## src/rtl/mem_req_ctrl_if.sv

```systemverilog
// Bundle of the cache-side refill/store ports and the main-memory read/write
// channels seen by mem_req_ctrl; master is the controller, slave its environment.
interface mem_req_ctrl_if #(
    parameter int DATA_WIDTH       = 32,
    parameter int ADDR_WIDTH       = 32,
    parameter int CACHE_LINE_WIDTH = 256
);
    logic                        i_refill_req;
    logic [ADDR_WIDTH-1:0]       i_refill_addr;
    logic                        o_refill_busy;
    logic                        o_refill_done;
    logic [CACHE_LINE_WIDTH-1:0] o_refill_line;
    logic                        i_wr_valid;
    logic [ADDR_WIDTH-1:0]       i_wr_addr;
    logic [DATA_WIDTH-1:0]       i_wr_data;
    logic [3:0]                  i_wr_be;
    logic                        o_wr_ready;
    logic                        o_wb_empty;
    logic [ADDR_WIDTH-1:0]       o_mem_read_address;
    logic                        o_mem_read_req;
    logic                        i_mem_read_done;
    logic [CACHE_LINE_WIDTH-1:0] i_cache_line;
    logic                        o_mem_write_valid;
    logic [ADDR_WIDTH-1:0]       o_mem_write_address;
    logic [DATA_WIDTH-1:0]       o_mem_write_data;
    logic [7:0]                  o_write_strobe;
    logic                        i_mem_write_done;

    modport master (
        input  i_refill_req, i_refill_addr, i_wr_valid, i_wr_addr, i_wr_data, i_wr_be,
               i_mem_read_done, i_cache_line, i_mem_write_done,
        output o_refill_busy, o_refill_done, o_refill_line, o_wr_ready, o_wb_empty,
               o_mem_read_address, o_mem_read_req, o_mem_write_valid,
               o_mem_write_address, o_mem_write_data, o_write_strobe
    );

    modport slave (
        output i_refill_req, i_refill_addr, i_wr_valid, i_wr_addr, i_wr_data, i_wr_be,
               i_mem_read_done, i_cache_line, i_mem_write_done,
        input  o_refill_busy, o_refill_done, o_refill_line, o_wr_ready, o_wb_empty,
               o_mem_read_address, o_mem_read_req, o_mem_write_valid,
               o_mem_write_address, o_mem_write_data, o_write_strobe
    );
endinterface

```

## src/rtl/mem_req_ctrl.sv

```systemverilog
// Cache-side memory initiator: drains a write-through store buffer and issues
// line refills, never letting a refill overtake a store buffered before it.
module mem_req_ctrl #(
    parameter int DATA_WIDTH       = 32,
    parameter int ADDR_WIDTH       = 32,
    parameter int CACHE_LINE_WIDTH = 256,
    parameter int WB_DEPTH         = 4
) (
    input  logic           i_clk,
    input  logic           i_rst,
    mem_req_ctrl_if.master bus
);
    localparam int PW = $clog2(WB_DEPTH);
    localparam int CW = PW + 1;

    localparam logic [PW-1:0] PTR_ONE  = PW'(1);
    localparam logic [CW-1:0] CNT_ONE  = CW'(1);
    localparam logic [CW-1:0] CNT_ZERO = CW'(0);
    localparam logic [CW-1:0] CNT_FULL = CW'(WB_DEPTH);

    localparam logic [2:0] ST_IDLE     = 3'd0;
    localparam logic [2:0] ST_WR_ISSUE = 3'd1;
    localparam logic [2:0] ST_WR_WAIT  = 3'd2;
    localparam logic [2:0] ST_RD_ISSUE = 3'd3;
    localparam logic [2:0] ST_RD_WAIT  = 3'd4;

    logic [ADDR_WIDTH-1:0]       wb_addr_r [WB_DEPTH];
    logic [DATA_WIDTH-1:0]       wb_data_r [WB_DEPTH];
    logic [3:0]                  wb_be_r   [WB_DEPTH];
    logic [PW-1:0]               wr_ptr_r;
    logic [PW-1:0]               rd_ptr_r;
    logic [CW-1:0]               count_r;
    logic [2:0]                  state_r;
    logic                        busy_r;
    logic [ADDR_WIDTH-1:0]       raddr_r;
    logic                        refill_done_r;
    logic [CACHE_LINE_WIDTH-1:0] refill_line_r;
    logic                        wr_ready_r;
    logic                        wb_empty_r;
    logic                        mem_read_req_r;
    logic [ADDR_WIDTH-1:0]       mem_read_address_r;
    logic                        mem_write_valid_r;
    logic [ADDR_WIDTH-1:0]       mem_write_address_r;
    logic [DATA_WIDTH-1:0]       mem_write_data_r;
    logic [7:0]                  write_strobe_r;

    logic                        push_s;
    logic                        pop_s;
    logic                        accept_s;
    logic                        read_ret_s;
    logic [CW-1:0]               count_next_s;
    logic                        busy_next_s;
    logic                        full_next_s;
    logic [2:0]                  state_next_s;

    assign push_s      = bus.i_wr_valid & wr_ready_r;
    assign pop_s       = (state_r == ST_WR_WAIT) & bus.i_mem_write_done;
    assign accept_s    = bus.i_refill_req & ~busy_r;
    assign read_ret_s  = (state_r == ST_RD_WAIT) & bus.i_mem_read_done;
    assign full_next_s = (count_next_s == CNT_FULL);

    assign bus.o_refill_busy       = busy_r;
    assign bus.o_refill_done       = refill_done_r;
    assign bus.o_refill_line       = refill_line_r;
    assign bus.o_wr_ready          = wr_ready_r;
    assign bus.o_wb_empty          = wb_empty_r;
    assign bus.o_mem_read_req      = mem_read_req_r;
    assign bus.o_mem_read_address  = mem_read_address_r;
    assign bus.o_mem_write_valid   = mem_write_valid_r;
    assign bus.o_mem_write_address = mem_write_address_r;
    assign bus.o_mem_write_data    = mem_write_data_r;
    assign bus.o_write_strobe      = write_strobe_r;

    // Buffer occupancy after this cycle's push/pop.
    always_comb begin
        count_next_s = count_r;
        case ({push_s, pop_s})
            2'b10:   count_next_s = count_r + CNT_ONE;
            2'b01:   count_next_s = count_r - CNT_ONE;
            default: count_next_s = count_r;
        endcase
    end

    // Refill-busy flag: set on accept, cleared when the line comes back.
    always_comb begin
        busy_next_s = busy_r;
        if (accept_s) begin
            busy_next_s = 1'b1;
        end else if (read_ret_s) begin
            busy_next_s = 1'b0;
        end else begin
            busy_next_s = busy_r;
        end
    end

    // Channel sequencer; a refill accepted with a same-cycle store push waits
    // a cycle so the store is seen in the buffer first.
    always_comb begin
        state_next_s = state_r;
        case (state_r)
            ST_IDLE: begin
                if (count_r != CNT_ZERO) begin
                    state_next_s = ST_WR_ISSUE;
                end else if ((busy_r | accept_s) & ~push_s) begin
                    state_next_s = ST_RD_ISSUE;
                end else begin
                    state_next_s = ST_IDLE;
                end
            end
            ST_WR_ISSUE: state_next_s = ST_WR_WAIT;
            ST_WR_WAIT: begin
                if (pop_s) begin
                    state_next_s = ST_IDLE;
                end else begin
                    state_next_s = ST_WR_WAIT;
                end
            end
            ST_RD_ISSUE: state_next_s = ST_RD_WAIT;
            ST_RD_WAIT: begin
                if (read_ret_s) begin
                    state_next_s = ST_IDLE;
                end else begin
                    state_next_s = ST_RD_WAIT;
                end
            end
            default: state_next_s = ST_IDLE;
        endcase
    end

    // Store buffer payload; only the pointers need a reset.
    always_ff @(posedge i_clk) begin
        if (push_s) begin
            wb_addr_r[wr_ptr_r] <= bus.i_wr_addr;
            wb_data_r[wr_ptr_r] <= bus.i_wr_data;
            wb_be_r[wr_ptr_r]   <= bus.i_wr_be;
        end
    end

    // Control state and registered outputs.
    always_ff @(posedge i_clk) begin
        if (i_rst) begin
            wr_ptr_r            <= {PW{1'b0}};
            rd_ptr_r            <= {PW{1'b0}};
            count_r             <= CNT_ZERO;
            state_r             <= ST_IDLE;
            busy_r              <= 1'b0;
            raddr_r             <= {ADDR_WIDTH{1'b0}};
            refill_done_r       <= 1'b0;
            refill_line_r       <= {CACHE_LINE_WIDTH{1'b0}};
            wr_ready_r          <= 1'b1;
            wb_empty_r          <= 1'b1;
            mem_read_req_r      <= 1'b0;
            mem_read_address_r  <= {ADDR_WIDTH{1'b0}};
            mem_write_valid_r   <= 1'b0;
            mem_write_address_r <= {ADDR_WIDTH{1'b0}};
            mem_write_data_r    <= {DATA_WIDTH{1'b0}};
            write_strobe_r      <= 8'h00;
        end else begin
            state_r       <= state_next_s;
            count_r       <= count_next_s;
            busy_r        <= busy_next_s;
            wr_ready_r    <= ~full_next_s & ~busy_next_s;
            wb_empty_r    <= (count_next_s == CNT_ZERO);
            refill_done_r <= read_ret_s;
            if (push_s) begin
                wr_ptr_r <= wr_ptr_r + PTR_ONE;
            end
            if (pop_s) begin
                rd_ptr_r <= rd_ptr_r + PTR_ONE;
            end
            if (accept_s) begin
                raddr_r <= bus.i_refill_addr;
            end
            if (read_ret_s) begin
                refill_line_r <= bus.i_cache_line;
            end
            mem_write_valid_r <= (state_next_s == ST_WR_ISSUE);
            if (state_next_s == ST_WR_ISSUE) begin
                mem_write_address_r <= wb_addr_r[rd_ptr_r];
                mem_write_data_r    <= wb_data_r[rd_ptr_r];
                write_strobe_r      <= {4'b0000, wb_be_r[rd_ptr_r]};
            end
            // The address may be accepted on the same edge the read is issued.
            mem_read_req_r <= (state_next_s == ST_RD_ISSUE);
            if (state_next_s == ST_RD_ISSUE) begin
                mem_read_address_r <= accept_s ? bus.i_refill_addr : raddr_r;
            end
        end
    end
endmodule

```

## src/flat_wrapper.sv

```systemverilog
// flat-port wrapper written by rule: the top's interface ports become plain ports
module mem_req_ctrl_flat 
#(
    parameter int DATA_WIDTH       = 32,
    parameter int ADDR_WIDTH       = 32,
    parameter int CACHE_LINE_WIDTH = 256,
    parameter int WB_DEPTH         = 4
)
  (i_clk, i_rst, bus_i_refill_req, bus_i_refill_addr, bus_i_wr_valid, bus_i_wr_addr, bus_i_wr_data, bus_i_wr_be, bus_i_mem_read_done, bus_i_cache_line, bus_i_mem_write_done, bus_o_refill_busy, bus_o_refill_done, bus_o_refill_line, bus_o_wr_ready, bus_o_wb_empty, bus_o_mem_read_address, bus_o_mem_read_req, bus_o_mem_write_valid, bus_o_mem_write_address, bus_o_mem_write_data, bus_o_write_strobe);
  mem_req_ctrl_if #(.DATA_WIDTH(DATA_WIDTH), .ADDR_WIDTH(ADDR_WIDTH), .CACHE_LINE_WIDTH(CACHE_LINE_WIDTH)) bus_i ();
  input  logic i_clk;
  input  logic i_rst;
  input wire logic [$bits(bus_i.i_refill_req)-1:0] bus_i_refill_req;
  input wire logic [$bits(bus_i.i_refill_addr)-1:0] bus_i_refill_addr;
  input wire logic [$bits(bus_i.i_wr_valid)-1:0] bus_i_wr_valid;
  input wire logic [$bits(bus_i.i_wr_addr)-1:0] bus_i_wr_addr;
  input wire logic [$bits(bus_i.i_wr_data)-1:0] bus_i_wr_data;
  input wire logic [$bits(bus_i.i_wr_be)-1:0] bus_i_wr_be;
  input wire logic [$bits(bus_i.i_mem_read_done)-1:0] bus_i_mem_read_done;
  input wire logic [$bits(bus_i.i_cache_line)-1:0] bus_i_cache_line;
  input wire logic [$bits(bus_i.i_mem_write_done)-1:0] bus_i_mem_write_done;
  output wire logic [$bits(bus_i.o_refill_busy)-1:0] bus_o_refill_busy;
  output wire logic [$bits(bus_i.o_refill_done)-1:0] bus_o_refill_done;
  output wire logic [$bits(bus_i.o_refill_line)-1:0] bus_o_refill_line;
  output wire logic [$bits(bus_i.o_wr_ready)-1:0] bus_o_wr_ready;
  output wire logic [$bits(bus_i.o_wb_empty)-1:0] bus_o_wb_empty;
  output wire logic [$bits(bus_i.o_mem_read_address)-1:0] bus_o_mem_read_address;
  output wire logic [$bits(bus_i.o_mem_read_req)-1:0] bus_o_mem_read_req;
  output wire logic [$bits(bus_i.o_mem_write_valid)-1:0] bus_o_mem_write_valid;
  output wire logic [$bits(bus_i.o_mem_write_address)-1:0] bus_o_mem_write_address;
  output wire logic [$bits(bus_i.o_mem_write_data)-1:0] bus_o_mem_write_data;
  output wire logic [$bits(bus_i.o_write_strobe)-1:0] bus_o_write_strobe;
  assign bus_i.i_refill_req = bus_i_refill_req;
  assign bus_i.i_refill_addr = bus_i_refill_addr;
  assign bus_i.i_wr_valid = bus_i_wr_valid;
  assign bus_i.i_wr_addr = bus_i_wr_addr;
  assign bus_i.i_wr_data = bus_i_wr_data;
  assign bus_i.i_wr_be = bus_i_wr_be;
  assign bus_i.i_mem_read_done = bus_i_mem_read_done;
  assign bus_i.i_cache_line = bus_i_cache_line;
  assign bus_i.i_mem_write_done = bus_i_mem_write_done;
  assign bus_o_refill_busy = bus_i.o_refill_busy;
  assign bus_o_refill_done = bus_i.o_refill_done;
  assign bus_o_refill_line = bus_i.o_refill_line;
  assign bus_o_wr_ready = bus_i.o_wr_ready;
  assign bus_o_wb_empty = bus_i.o_wb_empty;
  assign bus_o_mem_read_address = bus_i.o_mem_read_address;
  assign bus_o_mem_read_req = bus_i.o_mem_read_req;
  assign bus_o_mem_write_valid = bus_i.o_mem_write_valid;
  assign bus_o_mem_write_address = bus_i.o_mem_write_address;
  assign bus_o_mem_write_data = bus_i.o_mem_write_data;
  assign bus_o_write_strobe = bus_i.o_write_strobe;
  mem_req_ctrl #(.DATA_WIDTH(DATA_WIDTH), .ADDR_WIDTH(ADDR_WIDTH), .CACHE_LINE_WIDTH(CACHE_LINE_WIDTH), .WB_DEPTH(WB_DEPTH)) u_core (.i_clk(i_clk), .i_rst(i_rst), .bus(bus_i));
endmodule
```

## config.mk

```make
export PLATFORM = sky130hd
export DESIGN_NAME = mem_req_ctrl_flat
export DESIGN_NICKNAME = d
export VERILOG_FILES = /design/src/rtl/mem_req_ctrl_if.sv /design/src/rtl/mem_req_ctrl.sv /design/src/flat_wrapper.sv
export SDC_FILE = /design/constraint.sdc
export NUM_CORES = 1
export LEC_CHECK = 0
export BUFFER_PORTS_ARGS = -buffer_cell sky130_fd_sc_hd__buf_2
export CAP_MARGIN = 40
export CORE_AREA = 2 2 284 286
export CTS_CLUSTER_DIAMETER = 120
export DETAILED_ROUTE_END_ITERATION = 6
export DIE_AREA = 0 0 286 288
export PLACE_DENSITY_LB_ADDON = 0.3
export SETUP_SLACK_MARGIN = 0.5
export SLEW_MARGIN = 10
export SYNTH_ARGS = -nofsm -noshare
export SYNTH_HDL_FRONTEND = slang
export SYNTH_SLANG_ARGS = --single-unit
```

## constraint.sdc

```tcl
create_clock -name i_clk -period 2.6 [get_ports i_clk]
set_input_delay 0.39 -clock i_clk [delete_from_list [all_inputs] [get_ports i_clk]]
set_output_delay 0.39 -clock i_clk [all_outputs]
set_load 0.01 [all_outputs]
```

======== Word level (Yosys, flattened, before mapping) ========
Memories as Yosys holds them, arrays and structs flattened. A register that Yosys moved wholly into a read port is not among the register bits.
Cells that the tools add are included.
Widths: inputs -> output; s select.
word-level totals
  flip-flop bits (word level) ............. 336
  bits in writable memories ............... 272
  input bits .............................. 362
  output and inout bits ................... 366
  word-level logic and storage cells ...... 54
  memories kept ........................... 3
operators by class
  add/sub/neg operators ................... 4
  eq/ne operators ......................... 9
  multiplexer cells ....................... 11
  bitwise logic cells ..................... 11
  reductions and logical operators ........ 3
memory list
  name              depth  width  read ports  clocked after Yosys merged registers in  write ports  RTL line            text
  u_core.wb_addr_r  4      32     1           1                                        1            mem_req_ctrl.sv:27  logic [ADDR_WIDTH-1:0] wb_addr_r [WB_DEPTH];
  u_core.wb_data_r  4      32     1           1                                        1            mem_req_ctrl.sv:28  logic [DATA_WIDTH-1:0] wb_data_r [WB_DEPTH];
  u_core.wb_be_r    4      4      1           1                                        1            mem_req_ctrl.sv:29  logic [3:0] wb_be_r [WB_DEPTH];
operators with widths
  cell                 count
  $mux 32              1
  $pmux 3 s5           1
  $eq 3x2->1 const B   3
  $and 1x1->1          6
  $eq 3x1->1 const B   2
  $eq 3x3->1 const B   2
  $logic_not 3->1      2
  $mux 3               2
  $pmux 3 s2           1
  $add 2x1->2 const B  2
  $mux 1               4
  $mux 2               2
  $not 1->1            4
  $add 3x1->3 const B  1
  $reduce_bool 3->1    1
  $sub 3x1->3 const B  1
  $eq 2x1->1 const B   1
  $eq 2x2->1 const B   1
  $or 1x1->1           1

======== Depth between registers and ports, before layout ========
  word-level depth ........................ 8
  gate-level depth with buffers ........... 8
  mapped depth without buffers ............ 8

======== Least setup slack after synthesis ========
No wires, ideal clock.
  kind .................................... reg2reg
  start point ............................. reg u_core.wr_ptr_r[0]
  end point ............................... mem u_core.wb_addr_r[2][0], enable pin
  library setup time ...................... 0.434 ns
  data arrival time ....................... 2.191 ns
  required time ........................... 2.166 ns
  path slack .............................. -0.025 ns
  stages on the path, launching flop included .. 4
  path buffers ............................ 0
  clock period less this slack ............ 2.625 ns
  cell sequence ........................... dfxtp_1 inv_1 ha_1 and3_1
RTL lines
  item                    RTL line             text
  from (decl)             mem_req_ctrl.sv:30   logic [PW-1:0] wr_ptr_r;
  from (signal assigned)  mem_req_ctrl.sv:142  wr_ptr_r <= {PW{1'b0}};
  from (signal assigned)  mem_req_ctrl.sv:166  wr_ptr_r <= wr_ptr_r + PTR_ONE;
  to (decl)               mem_req_ctrl.sv:27
Straight into the memory's write port.

======== Worst setup path in the final report ========
  start point ............................. reg u_core.state_r[0]
  end point ............................... reg u_core.wb_empty_r, in the netlist u_core.bus.o_wb_empty
between the ends
  cells in the longest elaborated chain, start to end .. 5
  elaborated cells on any way between the ends .. 6
  those cells by class .................... eq/ne (3); mux (1); bitwise (1); reduce/logical (1)
RTL lines
  item                                             RTL line             text
  from (decl)                                      mem_req_ctrl.sv:33   logic [2:0] state_r;
  from (signal assigned)                           mem_req_ctrl.sv:159  state_r <= state_next_s;
  $eq 3x2->1 (*)                                   mem_req_ctrl.sv:57   assign pop_s = (state_r == ST_WR_WAIT) & bus.i_mem_write_done;
  $and 1x1->1 (*)                                  mem_req_ctrl.sv:57
  $eq 2x1->1 / $eq 2x2->1 (equally long branches)  mem_req_ctrl.sv:77   case ({push_s, pop_s})
  $pmux 3 s2 (*)                                   mem_req_ctrl.sv:77
  $logic_not 3->1 (*)                              mem_req_ctrl.sv:163  wb_empty_r <= (count_next_s == CNT_ZERO);
  to (signal assigned)                             mem_req_ctrl.sv:163
  to (decl)                                        mem_req_ctrl.sv:39   logic wb_empty_r;
Mark *: on every way between the ends. The rest lies on a longest branch, timed or not.
A chain may end at the register's enable or synchronous reset.

==> summary.md <==
| Metric | Value |
|---|---|
| TritonCTS clock tree | yes |
| 1st-iter DRT viols | 1,324 |
| Cells after Synth | 2,093 |
| Fin. Hold Viols | 0 |
| Synth warn | 0 |
| Clock power frac | 0.410 |
| PwrDens | 779 mW/mm^2 |
| Core area | 0.0796 sq mm |
| Post-Synth Simple-Gate Area | 0.130 |
| Starting Density | 0.301 |
| Setup TNS | 0 ns |
| Final Cell Area | 0.0349 sq mm |
| Min-delay src | bus_i_cache_line[225] |
| Port buffer count | 723 |
| FF-to-FF End | u_core.bus.o_wb_empty |
| Comb pwr share | 0.148 |
| Post-Synth Adder-Cell Area | 0.00345 |
| Critical Path RT | 3.13 ns |
| Commonest register cell after synthesis | dfxtp_1 |
| Skew-Pair Late Insertion Delay | 0.64 ns |
| Critical path data arrival time | 2.51 ns |
| Internal Power | 0.0200 W |
| Area post-placement | 0.0291 sq mm |
| Worst setup EP type | flop |
| Commonest non-fill, non-tap cell in the layout | buf_2 |
| GRT Total Usage | 0.195 |
| Synthesis-stage register bit count | 676 |
| DIE HEIGHT | 288 microns |
| # IOs | 728 |
| Clock sink count | 676 |
| First-pass GRT wire length | 121 mm |
| Routed WL | 84.6 mm |
| Area grow syn2layout | 45.7% |
| # Max-Cap Violations | 0 |
| Critical path, cell by cell | and4bb_2 > ha_4 > inv_1 > fa_1 > xor2_1 > nor2_2 > xnor2_1 > a21o_1 |
| Worst stage delay on the critical path | 0.38 ns |
| Final HPWL DP | 59.5 mm |
| Hold/Removal Path Class | input port to flop |
| Final setup fails | 0 |
| Fin util | 0.438 |
| Drt first pass iters | 5 |
| R2R Path Start | u_core.state_r[0] |
| Vias/cell | 4.56 |
| Hold slack | 0.0407 ns |
| Unique masters post-synth | 40 |
| Max Slew Vio Count | 0 |
| Min-Delay Path Depth | 3 |
| Status | finished clean |
| Remaining global-route overflow | 0 |
| FP Rows | 104 |
| Multiplexer area fraction after synthesis | 0.0792 |
| Crit path max fanout | 6 |
| # nets final | 3,489 |
| Clk slew on worst S/H paths | 0.06 ns |
| Maximum VDD drop | 0.566 mV |
| Post-Syn Area per Cell | 11.4 sq um |
| Startpoint Class | flop |
| H-tree Lvls | 3 |
| Vias in the first global route | 19,000 |
| F_max | 505 MHz |
| Sequential fraction of the synthesis area | 0.679 |
| Worst-Margin Slew | 0.603 ns |
| Layout cells sized above 1 | 0.316 |
| Largest net degree at the start of global routing | 76 |
| Via count | 19,400 |
| Worst Skew | 0.0385 ns |
| Hold endpoint | u_core.bus.o_refill_line[225] |
| Ys async rst share | 0 |
| Synth Area in XOR/XNOR | 0.00256 |
| Min cycle time layout | 1.98 ns |
| RD Place Congestion | 0.899 |
| Slowest CP cell | and4bb_2 |
| Post-synth EDFFs | 272 |
| Main combinational cell family by area after synthesis | simple AND/OR/NAND/NOR gates |
| Reg2Reg Setup Slack | 0.62 ns |
| Root buffer cell | clkbuf_16 |
| Die Width | 286 microns |
| # DRC | 0 |
| R2R cell count | 8 |
| Slew HR | 0.596 |
| Synth Area in Compound Gates | 0.0778 |
| Leak Pwr | 13.9 nW |
| WL/cell | 19.9 microns |
| Unrepaired setup endpoints after global routing | true |
| Initial antenna violation count | 7 |
| Post-route ant nets | 0 |
| Cts bufs inserted | 76 |
| Synth Cell Area | 0.0239 sq mm |
| Most frequent cells in the layout | 722 x buf_2, 716 x nand2_1, 400 x dfxtp_1 |
| Switching power | 0.00719 W |
| Flop pwr share | 0.442 |
| Sw Ratio | 0.264 |
| Fin crit share | 0.761 |
| CP Class | flop to flop |
| Max clock buf depth | 3 |
| Die Area | 0.0824 sq mm |
[how the worst max path moves through the flow]
stage,start,cells past startpoint,endpoint,slack [ns]
after CTS,u_core.state_r[0],8,u_core.bus.o_wb_empty,0.50
final,u_core.state_r[0],8,u_core.bus.o_wb_empty,0.62
after global routing,u_core.state_r[0],8,u_core.bus.o_wr_ready,0.47
after global placement,bus_i_mem_write_done,9,u_core.bus.o_wb_empty,0.45
after detailed placement,bus_i_mem_write_done,9,u_core.bus.o_wb_empty,0.45
after floorplan,u_core.state_r[1],8,u_core.bus.o_wb_empty,0.65
[cells by family (layout without fill, tap and decap cells)]
| kind of cell | after synthesis | in the layout |
|---|---|---|
| AOI/OAI and AO/OA | 368 | 368 |
| DFF | 676 | 676 |
| xor gates and xnor gates | 7 | 7 |
| adders and majority gates | 6 | 6 |
| buffers and inverters | 153 | 1240 |
| and+or+nand+nor | 782 | 783 |
| muxes | 100 | 100 |
| other | 1 | 6 |
[synth_stat cells (2+ instances only)]
| library cell | instances | share of area |
|---|---|---|
| a211oi_1 | 2 | 0.00063 |
| a21oi_1 | 360 | 0.075 |
| and3_1 | 5 | 0.0013 |
| buf_1 | 14 | 0.0022 |
| buf_2 | 45 | 0.0094 |
| buf_4 | 4 | 0.0013 |
| buf_6 | 3 | 0.0014 |
| clkbuf_1 | 81 | 0.013 |
| dfxtp_1 | 404 | 0.34 |
| edfxtp_1 | 272 | 0.34 |
| ha_1 | 5 | 0.0026 |
| inv_1 | 6 | 0.00094 |
| mux2_1 | 28 | 0.013 |
| mux2_2 | 3 | 0.0014 |
| mux4_2 | 68 | 0.064 |
| nand2_1 | 717 | 0.11 |
| nand3_1 | 2 | 0.00042 |
| nand3b_1 | 2 | 0.00063 |
| nor2_1 | 12 | 0.0019 |
| nor2b_1 | 35 | 0.0091 |
| xnor2_1 | 3 | 0.0011 |
| xor2_1 | 4 | 0.0015 |
[critical path, delay by kind of cell, from the launching register on]
kind / cells / cell delay [ns]
simple gates: 2 / 0.54
fa+ha+maj: 2 / 0.52
flops: 1 / 0.35
xor+xnor: 2 / 0.26
compound gates: 1 / 0.18
buf+inv: 1 / 0.05
[power by group through the flow]
stage               clock (W)  sequential [W]  combinational, W
floorplan                   0          0.0124           0.00178
global placement            0          0.0122           0.00362
detailed placement          0          0.0122           0.00364
CTS                    0.0114          0.0120           0.00405
global route           0.0118          0.0121           0.00438
finish                 0.0111          0.0120           0.00401
[state kept, by name (all words and copies together) (netlist names), 2 cells and up]
signal / flops
u_core.rd_ptr_r: 2
u_core.wb_be_r: 16
u_core.bus.o_write_strobe: 4
u_core.bus.o_mem_write_data: 32
u_core.wb_data_r: 128
u_core.bus.o_mem_write_address: 32
u_core.bus.o_mem_read_address: 32
u_core.wb_addr_r: 128
u_core.bus.o_refill_line: 256
u_core.raddr_r: 32
u_core.state_r: 3
u_core.wr_ptr_r: 2
u_core.count_r: 3
[through the flow]
step | total power (W) | setup slack, ns | instances
after global placement | 0.0158 | 0.453 | 3794
after detailed placement | 0.0159 | 0.450 | 3794
final | 0.0272 | 0.621 | 4246
after CTS | 0.0275 | 0.504 | 4239
after global routing | 0.0283 | 0.472 | 4246
after floorplan | 0.0142 | 0.647 | 2096
[cell type report]
type | count | area [sq um]
clock buffer | 116 | 2270
inverter | 6 | 22.5
timing repair buffer | 1093 | 7490
tap | 1060 | 1330
fill | 7465 | 44800
antenna | 2 | 5.00
multi-input combinational | 1268 | 7090
sequential | 676 | 16300
clock inverter | 25 | 398
[metal layers]
| layer | share of wire | vias to the layer above | global-route usage |
|---|---|---|---|
| li1 | - | 9192 | - |
| met5 | 0.0019 | - | 0.00814 |
| met2 | 0.46 | 675 | 0.304 |
| met1 | 0.41 | 9340 | 0.238 |
| met4 | 0.036 | 12 | 0.0768 |
| met3 | 0.099 | 154 | 0.0806 |
[repair_timing]
action                     CTS  global route
setup endpoints to repair    1             7
cloned                       0             1
pin swaps                    1             3
hold buffers               304             0
gates resized for setup      1             4
setup buffers                0             4
hold endpoints to repair   508             0
(Power assumes the default switching activity.)
